## config.mk

```make
export PLATFORM = sky130hd
export DESIGN_NAME = bus_atomic_unit
export DESIGN_NICKNAME = d
export VERILOG_FILES = /design/src/rtl/bus_atomic_unit.sv
export SDC_FILE = /design/constraint.sdc
export NUM_CORES = 1
export LEC_CHECK = 0
export ABC_AREA = 1
export BUFFER_PORTS_ARGS = -buffer_cell sky130_fd_sc_hd__buf_4
export CAP_MARGIN = 20
export CORE_ASPECT_RATIO = 0.75
export CORE_MARGIN = 2
export CORE_UTILIZATION = 35
export DETAILED_ROUTE_END_ITERATION = 12
export GPL_ROUTABILITY_DRIVEN = 0
export SLEW_MARGIN = 20
export SYNTH_ARGS = -nofsm -noshare
export SYNTH_HDL_FRONTEND = slang
export SYNTH_SLANG_ARGS = --single-unit
```

## constraint.sdc

```tcl
create_clock -name i_clk -period 2.8 [get_ports i_clk]
set_input_delay 0.56 -clock i_clk [delete_from_list [all_inputs] [get_ports i_clk]]
set_output_delay 0.56 -clock i_clk [all_outputs]
set_load 0.02 [all_outputs]
```

## src/rtl/bus_atomic_unit.sv

```systemverilog
// Bus front-end that runs plain accesses and RISC-V LR/SC/AMO requests against a single
// memory port, holding one LR reservation per hart id.
module bus_atomic_unit (
  input  logic        i_clk,
  input  logic        i_rst,
  input  logic        i_bus_en,
  input  logic        i_wr_en,
  input  logic [31:0] i_addr,
  input  logic [31:0] i_wr_data,
  input  logic [3:0]  i_byte_en,
  input  logic        i_atomic,
  input  logic [6:0]  i_operation,
  input  logic        i_id,
  output logic        o_ack,
  output logic [31:0] o_rd_data,
  output logic        o_mem_en,
  output logic        o_mem_wr,
  output logic [31:0] o_mem_addr,
  output logic [31:0] o_mem_wr_data,
  output logic [3:0]  o_mem_byte_en,
  input  logic        i_mem_ack,
  input  logic [31:0] i_mem_rd_data
);

  // state   | meaning
  // IDLE    | waiting for i_bus_en
  // PASS    | plain read/write in flight
  // AMO_RD  | atomic read (LR, AMO, unsupported funct5) in flight
  // AMO_WR  | atomic write (AMO result or SC data) in flight
  // SC_FAIL | SC without matching reservation, no memory access
  // DONE    | one-cycle o_ack with response data
  typedef enum logic [2:0] {IDLE, PASS, AMO_RD, AMO_WR, SC_FAIL, DONE} state_t;

  localparam logic [4:0] F_ADD  = 5'b00000;
  localparam logic [4:0] F_SWAP = 5'b00001;
  localparam logic [4:0] F_LR   = 5'b00010;
  localparam logic [4:0] F_SC   = 5'b00011;
  localparam logic [4:0] F_XOR  = 5'b00100;
  localparam logic [4:0] F_OR   = 5'b01000;
  localparam logic [4:0] F_AND  = 5'b01100;
  localparam logic [4:0] F_MIN  = 5'b10000;
  localparam logic [4:0] F_MAX  = 5'b10100;
  localparam logic [4:0] F_MINU = 5'b11000;
  localparam logic [4:0] F_MAXU = 5'b11100;

  state_t      state_q, state_d;
  logic        req_wr_q;
  logic [31:0] req_addr_q;
  logic [31:0] req_data_q;
  logic [3:0]  req_be_q;
  logic        req_atomic_q;
  logic [4:0]  req_f5_q;
  logic        req_id_q;
  logic [31:0] rsp_q;

  logic [1:0]       resv_vld_q, resv_vld_d;
  logic [1:0][29:0] resv_addr_q, resv_addr_d;

  logic [4:0]  in_f5;
  logic        resv_hit;
  logic [31:0] amo_result;
  logic        amo_writes;
  logic [31:0] wr_word;
  logic        mem_en;
  logic        wr_done, lr_done, sc_done;
  logic        unused_aqrl;

  assign in_f5       = i_operation[6:2];
  assign unused_aqrl = ^i_operation[1:0];
  assign resv_hit    = resv_vld_q[i_id] && (resv_addr_q[i_id] == i_addr[31:2]);

  // rsp_q holds the old memory word while in AMO_WR
  always_comb begin
    amo_result = req_data_q;
    amo_writes = 1'b1;
    case (req_f5_q)
      F_SWAP:  amo_result = req_data_q;
      F_ADD:   amo_result = rsp_q + req_data_q;
      F_XOR:   amo_result = rsp_q ^ req_data_q;
      F_AND:   amo_result = rsp_q & req_data_q;
      F_OR:    amo_result = rsp_q | req_data_q;
      F_MIN:   amo_result = ($signed(rsp_q) < $signed(req_data_q)) ? rsp_q : req_data_q;
      F_MAX:   amo_result = ($signed(rsp_q) > $signed(req_data_q)) ? rsp_q : req_data_q;
      F_MINU:  amo_result = (rsp_q < req_data_q) ? rsp_q : req_data_q;
      F_MAXU:  amo_result = (rsp_q > req_data_q) ? rsp_q : req_data_q;
      default: amo_writes = 1'b0;
    endcase
  end

  assign wr_word = (req_f5_q == F_SC) ? req_data_q : amo_result;

  always_comb begin
    state_d = state_q;
    case (state_q)
      IDLE: begin
        if (i_bus_en) begin
          if (!i_atomic)             state_d = PASS;
          else if (in_f5 != F_SC)    state_d = AMO_RD;
          else if (resv_hit)         state_d = AMO_WR;
          else                       state_d = SC_FAIL;
        end
      end
      PASS:    if (i_mem_ack) state_d = DONE;
      AMO_RD:  if (i_mem_ack) state_d = amo_writes ? AMO_WR : DONE;
      AMO_WR:  if (i_mem_ack) state_d = DONE;
      SC_FAIL: state_d = DONE;
      DONE:    state_d = IDLE;
      default: state_d = IDLE;
    endcase
  end

  assign mem_en        = (state_q == PASS) || (state_q == AMO_RD) || (state_q == AMO_WR);
  assign o_mem_en      = mem_en;
  assign o_mem_wr      = ((state_q == PASS) && req_wr_q) || (state_q == AMO_WR);
  assign o_mem_addr    = !mem_en ? 32'h0 :
                         req_atomic_q ? {req_addr_q[31:2], 2'b00} : req_addr_q;
  assign o_mem_byte_en = !mem_en ? 4'h0 : (req_atomic_q ? 4'hF : req_be_q);
  assign o_mem_wr_data = (state_q == PASS)   ? req_data_q :
                         (state_q == AMO_WR) ? wr_word : 32'h0;
  assign o_ack         = (state_q == DONE);
  assign o_rd_data     = o_ack ? rsp_q : 32'h0;

  assign wr_done = i_mem_ack && (((state_q == PASS) && req_wr_q) || (state_q == AMO_WR));
  assign lr_done = i_mem_ack && (state_q == AMO_RD) && (req_f5_q == F_LR);
  assign sc_done = (state_q == SC_FAIL) ||
                   (i_mem_ack && (state_q == AMO_WR) && (req_f5_q == F_SC));

  // a write snoops both harts' reservations; the SC clear covers the hart's own one
  always_comb begin
    resv_vld_d  = resv_vld_q;
    resv_addr_d = resv_addr_q;
    if (wr_done && (resv_addr_q[0] == req_addr_q[31:2])) resv_vld_d[0] = 1'b0;
    if (wr_done && (resv_addr_q[1] == req_addr_q[31:2])) resv_vld_d[1] = 1'b0;
    if (sc_done) resv_vld_d[req_id_q] = 1'b0;
    if (lr_done) begin
      resv_vld_d[req_id_q]  = 1'b1;
      resv_addr_d[req_id_q] = req_addr_q[31:2];
    end
  end

  always_ff @(posedge i_clk or negedge i_rst) begin
    if (!i_rst) begin
      state_q      <= IDLE;
      req_wr_q     <= 1'b0;
      req_addr_q   <= 32'h0;
      req_data_q   <= 32'h0;
      req_be_q     <= 4'h0;
      req_atomic_q <= 1'b0;
      req_f5_q     <= 5'h0;
      req_id_q     <= 1'b0;
      rsp_q        <= 32'h0;
      resv_vld_q   <= 2'b00;
      resv_addr_q  <= '0;
    end else begin
      state_q     <= state_d;
      resv_vld_q  <= resv_vld_d;
      resv_addr_q <= resv_addr_d;
      if ((state_q == IDLE) && i_bus_en) begin
        req_wr_q     <= i_wr_en;
        req_addr_q   <= i_addr;
        req_data_q   <= i_wr_data;
        req_be_q     <= i_byte_en;
        req_atomic_q <= i_atomic;
        req_f5_q     <= in_f5;
        req_id_q     <= i_id;
      end
      case (state_q)
        PASS:    if (i_mem_ack) rsp_q <= i_mem_rd_data;
        AMO_RD:  if (i_mem_ack) rsp_q <= i_mem_rd_data;
        AMO_WR:  if (i_mem_ack && (req_f5_q == F_SC)) rsp_q <= 32'h0;
        SC_FAIL: rsp_q <= 32'h1;
        default: ;
      endcase
    end
  end

endmodule

```

# After elaboration in Yosys (flattened, before gate mapping)

Index checks and enable logic that the tools add are counted.

Bits in registers: 173
Word-level logic and storage cells: 112

Equal/unequal tests: 24
Multiplexer cells: 38
Add/sub/neg operators: 1
Bitwise gates (word level): 6
Reduce and logical (&&, ||, !) cells: 24
Magnitude comparators: 7

Operator list:

| kind                 | number |
|---|---|
| $mux W32             | 11 |
| $pmux W32 S8         | 1 |
| $pmux W32 S3         | 1 |
| $eq A30 B30 Y1       | 3 |
| $mux W30             | 3 |
| $gt A32 B32 Y1       | 2 |
| $lt A32 B32 Y1       | 2 |
| $bwmux W60           | 1 |
| $add A32 B32 Y32     | 1 |
| $and A32 B32 Y32     | 1 |
| $or A32 B32 Y32      | 1 |
| $xor A32 B32 Y32     | 1 |
| $demux W30 S1        | 1 |
| $mux W3              | 7 |
| $eq A5 B5 Y1 const B | 4 |
| $logic_and A1 B1 Y1  | 12 |
| $pmux W3 S4          | 1 |
| $eq A5 B2 Y1 const B | 2 |
| $eq A5 B4 Y1 const B | 2 |
| $reduce_or A9 Y1     | 1 |
| $mux W4              | 2 |
| $eq A3 B2 Y1 const B | 2 |
| $eq A3 B3 Y1 const B | 2 |
| $mux W1              | 6 |
| other kinds (19)     | 30 |

# Logic depth before layout (Yosys ltp)

Gate-level depths: netlist of the first run.

Word-level depth: 10
Gate-level depth with buffers: 22
Mapped depth without buffers: 21

# Worst setup path before layout of the first run

No wires, ideal clock.

Path type: register -> output
Start: register req_data_q[31]
End: output port o_mem_wr_data[4]
Setup slack: -0.256 ns
Stages on the path, launching flop included: 18
Arrival: 2.496 ns
Path through: dfrtp_1 > inv_1 > ha_1 > nor2_1 > nand3_1 > nor2_2 > nand3_1 > inv_1 > nand2_2 > nand2_4 > nand2_2 > nand2_2 > nand3_2 > buf_4 > nand2_1 > nand4_1 > nand2_1 > nand2_1

Word-level cells in the longest chain between the ends: 6
Elaborated cells on any way between the ends: 12
Classes of those cells: order compare (4); mux (8)

RTL lines:

| element                                      | RTL line | RTL |
|---|---|---|
| from (decl)                                  | 49       | `logic [31:0] req_data_q;` |
| from (signal assigned)                       | 161      | `req_data_q <= i_wr_data;` |
| $gt A32 B32 Y1, or another cell as far along | 85       | `F_MAXU: amo_result = (rsp_q > req_data_q) ? rsp_q : req_data_q;` |
| $mux W32, on equally long branches           | --       |  |
| $pmux W32 S8 *                               | 76       | `case (req_f5_q)` |
| $mux W32 *                                   | 90       | `assign wr_word = (req_f5_q == F_SC) ? req_data_q : amo_result;` |
| $mux W32 *                                   | 119      | `(state_q == AMO_WR) ? wr_word : 32'h0;` |
| $mux W32 *                                   | 118      | `assign o_mem_wr_data = (state_q == PASS) ? req_data_q :` |
| to (decl)                                    | 19       | `output logic [31:0] o_mem_wr_data,` |

Every way passes the cells marked *; elsewhere a longest branch is shown, timed or not.

# Worst setup path after layout of the first run

Start: register rsp_q[31]
End: output port o_mem_wr_data[25]

Word-level cells in the longest chain between the ends: 6
Elaborated cells on any way between the ends: 12
Classes of those cells: order compare (4); mux (8)

RTL lines:

| element                                      | RTL line | RTL |
|---|---|---|
| from (decl)                                  | 54       | `logic [31:0] rsp_q;` |
| from (signal assigned)                       | 168      | `PASS: if (i_mem_ack) rsp_q <= i_mem_rd_data;` |
| from (signal assigned)                       | 169      | `AMO_RD: if (i_mem_ack) rsp_q <= i_mem_rd_data;` |
| $gt A32 B32 Y1, or another cell as far along | 85       |  |
| $mux W32, on equally long branches           | --       |  |
| $pmux W32 S8 *                               | 76       |  |
| $mux W32 *                                   | 90       |  |
| $mux W32 *                                   | 119      |  |
| $mux W32 *                                   | 118      |  |

Marks and branches as above.

==> results of run 1 <==
-- cell families (layout without fill, tap and decap cells) --
family / after synthesis / after routing / share of synthesized area [%]
flip-flops: 173 / 173 / 30.2
adder cells (fa/ha/maj): 97 / 97 / 8.51
AO/OA/AOI/OAI: 469 / 469 / 18.3
multiplexers: 7 / 7 / 0.540
AND/OR/NAND/NOR: 1020 / 1022 / 30.0
other: 0 / 4 / 0
buffers and inverters: 331 / 876 / 8.96
XOR/XNOR: 57 / 57 / 3.48
-- power by group --
| part | total [uW] | switching, uW | internal (uW) |
|---|---|---|---|
| logic | 22400 | 12700 | 9680 |
| clock network | 2600 | 1250 | 1350 |
| registers | 4050 | 752 | 3300 |
| total | 29000 | 14700 | 14300 |
-- timing repair --
action,CTS,global route
buffers inserted,20,18
cloned,3,2
gates resized for setup,132,145
setup endpoints to repair,32,59
pin swaps,29,57
hold endpoints to repair,0,0
-- cell type report --
| cell class | instances | area share [%] |
|---|---|---|
| flip-flops and latches | 173 | 20.0 |
| clock inverters | 15 | 0.833 |
| repair buffers | 603 | 23.4 |
| diodes | 4 | 0.0463 |
| well taps | 528 | 3.05 |
| inverters | 241 | 4.28 |
| multi-input cells | 1652 | 46.4 |
| clock buffers | 17 | 1.97 |
-- placed cells by master (no fill, tap or decap), types with 6 or more instances in the layout --
cell type,count
o21a_1,23
nor4_1,12
nand4_1,33
clkbuf_16,19
ha_1,64
nor2_4,10
dfrtp_1,173
a21oi_1,143
nand3_2,21
xor2_1,54
inv_1,184
o21ai_1,14
buf_12,22
mux2_2,6
buf_4,526
o211ai_1,6
ha_4,28
nand3_4,9
nand2_8,8
a221oi_1,20
nand2_4,14
nand2_2,71
a21oi_4,6
nand3b_1,8
a21oi_2,33
o211ai_2,6
nor2_1,229
nand3_1,140
o21ai_0,185
buf_6,50
nor2_2,19
nor3_1,19
o22ai_1,8
inv_2,53
nand2_1,414
o2111ai_1,8
-- worst max-delay path, delay by kind of cell, from the launching register on --
kind | cells | cell delay [ns]
adders and majority gates | 1 | 0.31
buffers and inverters | 5 | 0.61
and+or+nand+nor | 8 | 0.84
AOI/OAI and AO/OA | 3 | 0.58
DFF | 1 | 0.38
-- worst max path at each step --
stage	slack [ns]	to	cells past startpoint	start
3_5_place_dp	-0.55	o_mem_wr_data[13]	18	req_data_q[15]$_DFFE_PN0P_
3_3_place_gp	-0.46	o_mem_wr_data[4]	19	req_data_q[15]$_DFFE_PN0P_
4_1_cts	-0.85	o_mem_wr_data[11]	18	rsp_q[31]$_DFFE_PN0P_
6_report	-0.95	o_mem_wr_data[25]	17	rsp_q[31]$_DFFE_PN0P_
5_1_grt	-1.06	o_mem_wr_data[17]	16	req_data_q[1]$_DFFE_PN0P_
2_1_floorplan	-0.09	o_mem_wr_data[15]	17	rsp_q[21]$_DFFE_PN0P_
-- metal layers --
layer | up-vias | global-route usage [%]
met5 | - | 0
met4 | 2 | 9.96
met3 | 109 | 5.09
met2 | 810 | 41.8
met1 | 8396 | 40.3
li1 | 8195 | -
-- registers in the layout (all words and copies together), names as in the netlist --
| name | cells |
|---|---|
| req_data_q | 32 |
| state_q | 3 |
| req_be_q | 4 |
| req_atomic_q | 1 |
| req_wr_q | 1 |
| resv_vld_q | 2 |
| req_f5_q | 5 |
| req_addr_q | 32 |
| resv_addr_q | 60 |
| rsp_q | 32 |
| req_id_q | 1 |
-- through the flow --
| stage | hold slack [ns] | area (um2) |
|---|---|---|
| after detailed placement | 0.497 | 19600 |
| after floorplan | 0.264 | 14800 |
| after global routing | 0.0791 | 21600 |
| final | 0.0367 | 21600 |
| after global placement | 0.489 | 19600 |
| after CTS | 0.0603 | 20900 |
-- synth_stat cells (3+ instances only) --
| master | n |
|---|---|
| a21o_1 | 3 |
| a21oi_1 | 181 |
| a221oi_1 | 20 |
| buf_1 | 3 |
| buf_2 | 4 |
| buf_6 | 4 |
| clkbuf_1 | 76 |
| dfrtp_1 | 173 |
| ha_1 | 96 |
| inv_1 | 232 |
| inv_2 | 8 |
| mux2_2 | 6 |
| nand2_1 | 495 |
| nand2_2 | 7 |
| nand2_4 | 3 |
| nand3_1 | 166 |
| nand3_2 | 4 |
| nand3b_1 | 8 |
| nand4_1 | 33 |
| nor2_1 | 256 |
| nor3_1 | 24 |
| nor4_1 | 13 |
| o2111ai_1 | 8 |
| o211ai_1 | 6 |
| o211ai_2 | 6 |
| o21a_1 | 23 |
| o21ai_0 | 193 |
| o21ai_1 | 9 |
| o21bai_1 | 3 |
| o22ai_1 | 9 |
| or2_2 | 5 |
| xnor2_1 | 3 |
| xor2_1 | 54 |
==> metrics.md, run 1 <==
| Metric | Value |
|---|---|
| Outcome | finished, violations left |
| Failing checks | negative setup slack |
| Yosys top cell area share | 30.2% |
| Placed cell count | 3155 |
| Wire length per cell | 19.2 um |
| CTS Buf Count | 17 |
| Setup ws final | -0.951 ns |
| Slew margin rel. | 50.8% |
| Pre-CTS setup slack | -0.547 ns |
| Sequential Area | 4330 um2 |
| Synth Flop Type | dfrtp_1 |
| Worst-path cell chain | inv_2, ha_4, inv_4, a21oi_4, o21a_1, nand2_2, a21oi_4, buf_6, nand3_4, nand3_4, nand3_4, buf_12, nand2_1, nand4_1, nand2_1, nand2_2, buf_6 |
| Post-DRT Antenna Nets | 0 |
| Met3 WL | 5500 um |
| Overall routing resource usage | 28.0% |
| DR DRC count | 0 |
| FF-to-FF setup slack | 0.46 ns |
| Setup Skew | 0.00962 ns |
| Most frequent CP cell | nand3_4 |
| I/O pin cnt | 217 |
| Vias | 17512 |
| Hold Path Class | input port to asynchronous set/reset pin |
| CP Data Required Time | 2.24 ns |
| Core area | 40600 um2 |
| Initial DRC count | 2183 |
| Synthesis Warnings | 0 |
| Arr. time, crit path | 3.19 ns |
| Initial antenna violation count | 5 |
| Post-DP HPWL | 44700 um |
| Fmax | 0.267 GHz |
| R2R Path End | rsp_q[21]$_DFFE_PN0P_ |
| Post-synthesis instance area | 14400 um2 |
| Vias in the first global route | 16155 |
| Row count | 64 |
| Metal2 WL | 26900 um |
| GRT Residual Overflow | 0 |
| Max_cap viols | 0 |
| Power Dens Cells | 1340 nW/um2 |
| Initial Utilization | 35.4% |
| First drt pass iteration count | 6 |
| Final Hold Viols | 0 |
| Sequential-to-total area share from yosys stat | 30.2% |
| Syn_nets | 2365 |
| First-pass GRT wire length | 91600 um |
| Lkg Pwr | 0.0105 uW |
| R2r startpoint | state_q[2]$_DFFE_PN0P_ |
| Post-synth ARST share | 100% |
| Slew Limit Fails | 0 |
| Uppermost layer routed | met5 |
| Area growth syn-to-layout | 50.7% |
| Largest net degree at the start of global routing | 61 |
| Measured slew at the worst slew-check pin | 0.735 ns |
| Non-Filler Instances | 3233 |
| Synth Register Bits | 173 |
| Fin crit share | 134% |
| Post-Synthesis Cells | 2154 |
| Unrepaired setup endpoints after global routing | yes |
| Element type at the critical path end | primary output |
| Clock Latency Late Sink | 0.48 ns |
| M1 WL | 27900 um |
| Count of cell types in the netlist | 49 |
| Post-cts hold buffer count | 0 |
| Buffers on Ports | 214 |
| Die width | 238 um |
| Final Setup Violations | 32 |
| Crit start category | flop |
| Ranking of synthesized cells by area | dfrtp_1 (30%), nand2_1 (13%), ha_1 (8.4%) |
| Post-synth EDFFs | 0 |
| CP max stage delay | 0.38 ns |
| Clk sinks | 173 |
| CTS H-tree lvls | 4 |
| CTS max path bufs | 2 |
| Final WL | 62100 um |
| Final Net Count | 2899 |
| Total Power | 29000 uW |
| Vias per cell | 5.42 |
| Area of the multi-input gates | 10000 um2 |
| Die Ht | 179 um |
| Highest-delay cell along the critical path | dfrtp_1 |
| Die ar. | 42700 um2 |
| Root buffer cell | clkbuf_16 |
| CTS tree | built |
| Mean Syn Cell Area | 6.66 um2 |
| Tmin final | 3.75 ns |
| Share of layout cells above drive strength 1 | 35.0% |
| Synth area leader | dfrtp_1 |
| Setup TNS | -28.41 ns |
| Post-layout util | 53.3% |
| CP Max Fanout | 6 |
| R2R cell count | 10 |
| Fillers | 3814 |
| Worst VDD drop | 0.690 mV |
| Crit Path Class | flop to primary output |
| Clock transition at the registers of the reported paths | 0.08 ns |
No activity file was read; power rests on OpenSTA's default activity.
==> inputs of run 2 (changes only) <==
--- a/config.mk
+++ b/config.mk
@@ -5,7 +5,6 @@
 export SDC_FILE = /design/constraint.sdc
 export NUM_CORES = 1
 export LEC_CHECK = 0
-export ABC_AREA = 1
 export BUFFER_PORTS_ARGS = -buffer_cell sky130_fd_sc_hd__buf_4
 export CAP_MARGIN = 20
 export CORE_ASPECT_RATIO = 0.75
==> metrics.md, run 2 <==
| Metric | Value |
|---|---|
| Outcome | finished, violations left |
| Failing checks | negative setup slack |
| Synth Flop Type | dfrtp_1 |
| Area growth syn-to-layout | 48.3% |
| Vias per cell | 5.41 |
| Wire length per cell | 20.6 um |
| DR DRC count | 0 |
| Slew Limit Fails | 0 |
| CTS H-tree lvls | 4 |
| Setup Skew | 0.0162 ns |
| Overall routing resource usage | 25.9% |
| Max_cap viols | 0 |
| Core area | 38000 um2 |
| Pre-CTS setup slack | -1.43 ns |
| Clk sinks | 173 |
| Fmax | 0.216 GHz |
| Final Setup Violations | 32 |
| Initial antenna violation count | 2 |
| Element type at the critical path end | primary output |
| Vias in the first global route | 13414 |
| Hold_ws | 0.0777 ns |
| GRT Residual Overflow | 0 |
| CP Data Required Time | 2.24 ns |
| CTS max path bufs | 2 |
| Post-synth ARST share | 100% |
| Max reg flops | 60 |
| Synth Register Bits | 173 |
| Met3 WL | 4370 um |
| Power Dens Cells | 1310 nW/um2 |
| Placed instance area | 18000 um2 |
| Final WL | 52500 um |
| Metal2 WL | 22200 um |
| Count of cell types in the netlist | 79 |
| Crit Path Class | flop to primary output |
| Setup TNS | -54.83 ns |
| I/O pin cnt | 217 |
| Most instantiated library cell after synthesis | nand2_1 |
| Register with the most flip-flops | resv_addr_q |
| Post-DP HPWL | 38900 um |
| Die width | 230 um |
| Yosys top cell area share | 32.3% |
| First drt pass iteration count | 5 |
| Fin crit share | 165% |
| Post-Synthesis Cells | 1518 |
| Synth area leader | dfrtp_1 |
| Reg power frac | 16.6% |
| Final Hold Viols | 0 |
| Post-DRT Antenna Nets | 0 |
| Crit start category | flop |
| Lkg Pwr | 0.00932 uW |
| Syn_nets | 1729 |
| Most frequent cells in the layout | buf_4 (516), dfrtp_1 (173), nand2_1 (171) |
| Setup ws final | -1.83 ns |
| Internal Power | 13600 uW |
| Measured slew at the worst slew-check pin | 0.804 ns |
| Tmin final | 4.63 ns |
| Initial Utilization | 35.3% |
| CTS Buf Count | 17 |
| Hold Path Class | input port to asynchronous set/reset pin |
| Most common cell after layout, fill and taps aside | buf_4 |
| First-pass GRT wire length | 79700 um |
| Largest net degree at the start of global routing | 53 |
| Buffers on Ports | 214 |
| CTS tree | built |
| Comb pwr share | 73.6% |
| Post-cts hold buffer count | 0 |
| Sequential-to-total area share from yosys stat | 32.3% |
| Unrepaired setup endpoints after global routing | yes |
| Slew margin rel. | 45.9% |
| M1 WL | 24800 um |
| Post-synth EDFFs | 0 |
| Commonest cells in the synthesized netlist | nand2_1 (176), dfrtp_1 (173), o21ai_0 (136) |
| Die ar. | 39900 um2 |
| Clock network fraction of total power | 9.8% |
| Share of layout cells above drive strength 1 | 42.3% |
| Worst VDD drop | 0.559 mV |
| Post-synthesis instance area | 13400 um2 |
| Ranking of synthesized cells by area | dfrtp_1 (32%), mux2_2 (9.0%), ha_1 (9.0%) |
| CP Max Fanout | 5 |
| Uppermost layer routed | met4 |
| Row count | 62 |
| Root buffer cell | clkbuf_16 |
| Mean Syn Cell Area | 8.83 um2 |
| Final Net Count | 2235 |
| Vias | 13804 |
| Fin area | 19900 um2 |
| Net Switching | 12500 uW |
| Post-layout util | 52.3% |
| R2R cell count | 9 |
| Arr. time, crit path | 4.07 ns |
| Clock Latency Late Sink | 0.46 ns |
| Die Ht | 174 um |
| Clock transition at the registers of the reported paths | 0.08 ns |
| FF-to-FF setup slack | 0.14 ns |
| Initial DRC count | 1402 |
| Synthesis Warnings | 0 |
| Sw frac | 48.0% |
run 2: cell count changes in the layout (fill, tap and decap cells not counted), moves of 66 or more:
cell     before  now
nand2_1     414  171
nor2_1      229   53
nand3_1     140   14
inv_1       184   64
mux2_2        6  108
a21oi_1     143   60
xnor2_1       3   76
and2_1        1   68
nand2_2      71    4
o21ai_0     185  119
run 2: stage by stage:
step | power [uW] | instances
CTS | 25300 | 2541
global route | 27600 | 2550
floorplan | 13100 | 1518
finish | 26100 | 2551
global placement | 20700 | 2485
detailed placement | 20900 | 2485
run 2: worst max-delay path, stage by stage, from the launching register on:
cell and delay [ns]:
dfrtp_1 0.41, inv_2 0.09, ha_4 0.21, or4_4 0.54
or4_4 0.60, o31ai_4 0.20, a21o_1 0.21, o21ai_4 0.10
mux2_4 0.34, buf_6 0.15, a221o_1 0.37, nor3_2 0.16
nor3_2 0.08, buf_4 0.16
run 2: cell type report:
type                            count  area (um2)
Fill cell                        3530       18100
Multi-Input combinational cell   1179        9430
Timing Repair Buffer              568        4540
Sequential cell                   173        4330
Tap cell                          512         641
Clock buffer                       19         443
Inverter                           85         319
Clock inverter                     13         173
Antenna cell                        2        5.00
run 2: final timing paths:
| path | start | endpoint |
|---|---|---|
| min reg2reg | req_addr_q[0]$_DFFE_PN0P_ | req_addr_q[0]$_DFFE_PN0P_ |
| min in group i_clk | i_wr_data[10] | req_data_q[10]$_DFFE_PN0P_ |
| max in group asynchronous | i_rst | rsp_q[29]$_DFFE_PN0P_ |
| min | i_rst | req_addr_q[22]$_DFFE_PN0P_ |
| max | req_data_q[10]$_DFFE_PN0P_ | o_mem_wr_data[13] |
| max reg2reg | req_f5_q[2]$_DFFE_PN0P_ | resv_addr_q[23]$_DFFE_PN0P_ |
run 2: cell families after synthesis:
logic type | Yosys count | share of synthesized area, %
and+or+nand+nor | 435 | 16.0
AOI/OAI and AO/OA | 395 | 19.1
DFF | 173 | 32.3
buffers and inverters | 170 | 4.95
muxes | 141 | 11.6
xor gates and xnor gates | 107 | 6.99
adders and majority gates | 97 | 9.11
run 2: routing by layer:
metal  GRT usage [%]  up-vias
li1                -     6428
met1            38.4     6686
met2            37.6      618
met3            6.00       72
met4            6.69        0
met5               0        -
run 2: timing repair:
| action | 4_1_cts | 5_1_grt |
|---|---|---|
| gates cloned | 4 | 0 |
| setup endpoints to repair | 73 | 103 |
| hold endpoints to repair | 0 | 0 |
| buffers inserted | 23 | 15 |
| resized for setup | 147 | 49 |
| pin swaps | 69 | 42 |
run 2: power groups by stage:
stage               clock network, uW  registers [uW]  logic (uW)
floorplan                           0            4330        8810
global placement                    0            4270       16400
detailed placement                  0            4330       16500
CTS                              2620            4310       18300
global route                     2720            4470       20400
finish                           2560            4330       19200
==> inputs of run 3 (changes only) <==
--- a/config.mk
+++ b/config.mk
@@ -12,6 +12,7 @@
 export CORE_UTILIZATION = 35
 export DETAILED_ROUTE_END_ITERATION = 12
 export GPL_ROUTABILITY_DRIVEN = 0
+export SETUP_SLACK_MARGIN = 0.15
 export SLEW_MARGIN = 20
 export SYNTH_ARGS = -nofsm -noshare
 export SYNTH_HDL_FRONTEND = slang
==> metrics.md, run 3 (synthesis results as in run 2) <==
| Metric | Value |
|---|---|
| Outcome | finished, violations left |
| Failing checks | negative setup slack |
| Initial DRC count | 1372 |
| I/O pin cnt | 217 |
| Crit Path Class | flop to primary output |
| Slew Limit Fails | 0 |
| Tmin final | 4.60 ns |
| Vias | 14112 |
| Vias per cell | 5.46 |
| Wire length per cell | 21.5 um |
| DR DRC count | 0 |
| Arr. time, crit path | 4.04 ns |
| Final Hold Viols | 0 |
| Clock Latency Late Sink | 0.47 ns |
| First drt pass iteration count | 5 |
| Setup ws final | -1.80 ns |
| Fmax | 0.217 GHz |
| Non-Filler Instances | 2584 |
| GRT Residual Overflow | 0 |
| Clk sinks | 173 |
| Post-DRT Antenna Nets | 0 |
| Total Power | 27300 uW |
| Core area | 38000 um2 |
| Crit start category | flop |
| Slew margin rel. | 38.8% |
| Power Dens Cells | 1330 nW/um2 |
| Setup Skew | 0.0204 ns |
| Fin area | 20600 um2 |
| Worst VDD drop | 0.667 mV |
| Buffers on Ports | 214 |
| Max_cap viols | 0 |
| First-pass GRT wire length | 82000 um |
| Initial Utilization | 35.3% |
| Overall routing resource usage | 26.8% |
| Placed cell count | 2483 |
| Die width | 230 um |
| Initial antenna violation count | 8 |
| Die Ht | 174 um |
| Final WL | 55400 um |
| Share of layout cells above drive strength 1 | 43.9% |
| Largest net degree at the start of global routing | 64 |
| Vias in the first global route | 13820 |
| CTS H-tree lvls | 4 |
| Register with the most flip-flops | resv_addr_q |
| Fillers | 3394 |
| Final Net Count | 2266 |
| R2r startpoint | req_f5_q[3]$_DFFE_PN0P_ |
| CTS tree | built |
| CTS Buf Count | 17 |
| Max reg flops | 60 |
| R2R cell count | 12 |
| Most frequent cells in the layout | buf_4 (509), dfrtp_1 (173), nand2_1 (169) |
| Row count | 62 |
| Final Setup Violations | 32 |
| CP Launch Point | req_data_q[1]$_DFFE_PN0P_ |
| Clock transition at the registers of the reported paths | 0.08 ns |
| Element type at the critical path end | primary output |
| Placed instance area | 18000 um2 |
| R2R Path End | resv_addr_q[9]$_DFFE_PN0P_ |
| CP Max Fanout | 5 |
| Setup TNS | -53.43 ns |
| Hold_ws | 0.289 ns |
| Fin crit share | 164% |
| CTS max path bufs | 2 |
| CP Data Required Time | 2.24 ns |
| Die ar. | 39900 um2 |
| Unrepaired setup endpoints after global routing | yes |
| Root buffer cell | clkbuf_16 |
| FF-to-FF setup slack | 0.14 ns |
| Measured slew at the worst slew-check pin | 0.915 ns |
| Lkg Pwr | 0.00959 uW |
| Most common cell after layout, fill and taps aside | buf_4 |
| Post-DP HPWL | 39200 um |
| Worst Setup EP | o_mem_wr_data[18] |
| Hold Path Class | input port to flop |
| Area growth syn-to-layout | 53.7% |
-- run 3: worst min path at each step --
stage	slack, ns	endpoint	from	cells after the start
2_1_floorplan	0.26	req_addr_q[0]$_DFFE_PN0P_	i_rst	0
3_3_place_gp	0.43	req_addr_q[11]$_DFFE_PN0P_	i_rst	1
3_5_place_dp	0.43	resv_addr_q[39]$_DFFE_PN0P_	i_rst	1
4_1_cts	0.27	req_data_q[24]$_DFFE_PN0P_	i_wr_data[24]	3
5_1_grt	0.29	req_data_q[19]$_DFFE_PN0P_	i_wr_data[19]	3
6_report	0.29	req_data_q[22]$_DFFE_PN0P_	i_wr_data[22]	3
-- run 3: stage by stage --
step	util, %	setup slack (ns)
detailed placement	47.4	-1.43
finish	54.2	-1.80
CTS	51.8	-1.76
global placement	47.4	-1.35
floorplan	-	-1.15
global route	54.2	-1.93
-- run 3: layout make-up --
class	instances	area, um2	area share [%]
antenna	4	10.0	0.0486
clock buffer	17	425	2.06
clock inverter	15	200	0.971
inverter	85	319	1.55
multi-input combinational	1179	9650	46.8
sequential	173	4330	21.0
tap	512	641	3.11
timing repair buffer	599	5040	24.5
-- run 3: power breakdown --
part,leakage (uW),switching [uW],total (uW),internal [uW]
logic,0.00707,10900,20400,9500
clock network,0.000300,1280,2570,1290
registers,0.00221,931,4360,3430
-- run 3: repair_timing --
item / CTS / global route
hold endpoints to repair: 18 / 0
pin swaps: 58 / 44
setup endpoints to repair: 131 / 153
cloned: 7 / 3
hold buffers: 1 / 0
resized for setup: 157 / 131
buffers inserted: 30 / 24
-- run 3: worst max-delay path: stages, from the launching register on --
cell,delay [ns]
dfrtp_1,0.39
inv_2,0.08
ha_4,0.21
or4_4,0.54
or4_4,0.60
o31ai_4,0.18
a21o_1,0.21
o21ai_4,0.09
mux2_4,0.35
buf_6,0.15
buf_6,0.12
a211oi_4,0.27
buf_4,0.15
a31oi_1,0.07
buf_4,0.16
-- run 3: routing by layer --
metal	up-vias	routed length (um)	GRT usage, %
li1	6501	-	-
met1	6876	25400	38.4
met2	612	23700	38.8
met3	121	4690	7.14
met4	2	1680	8.90
met5	-	16	0
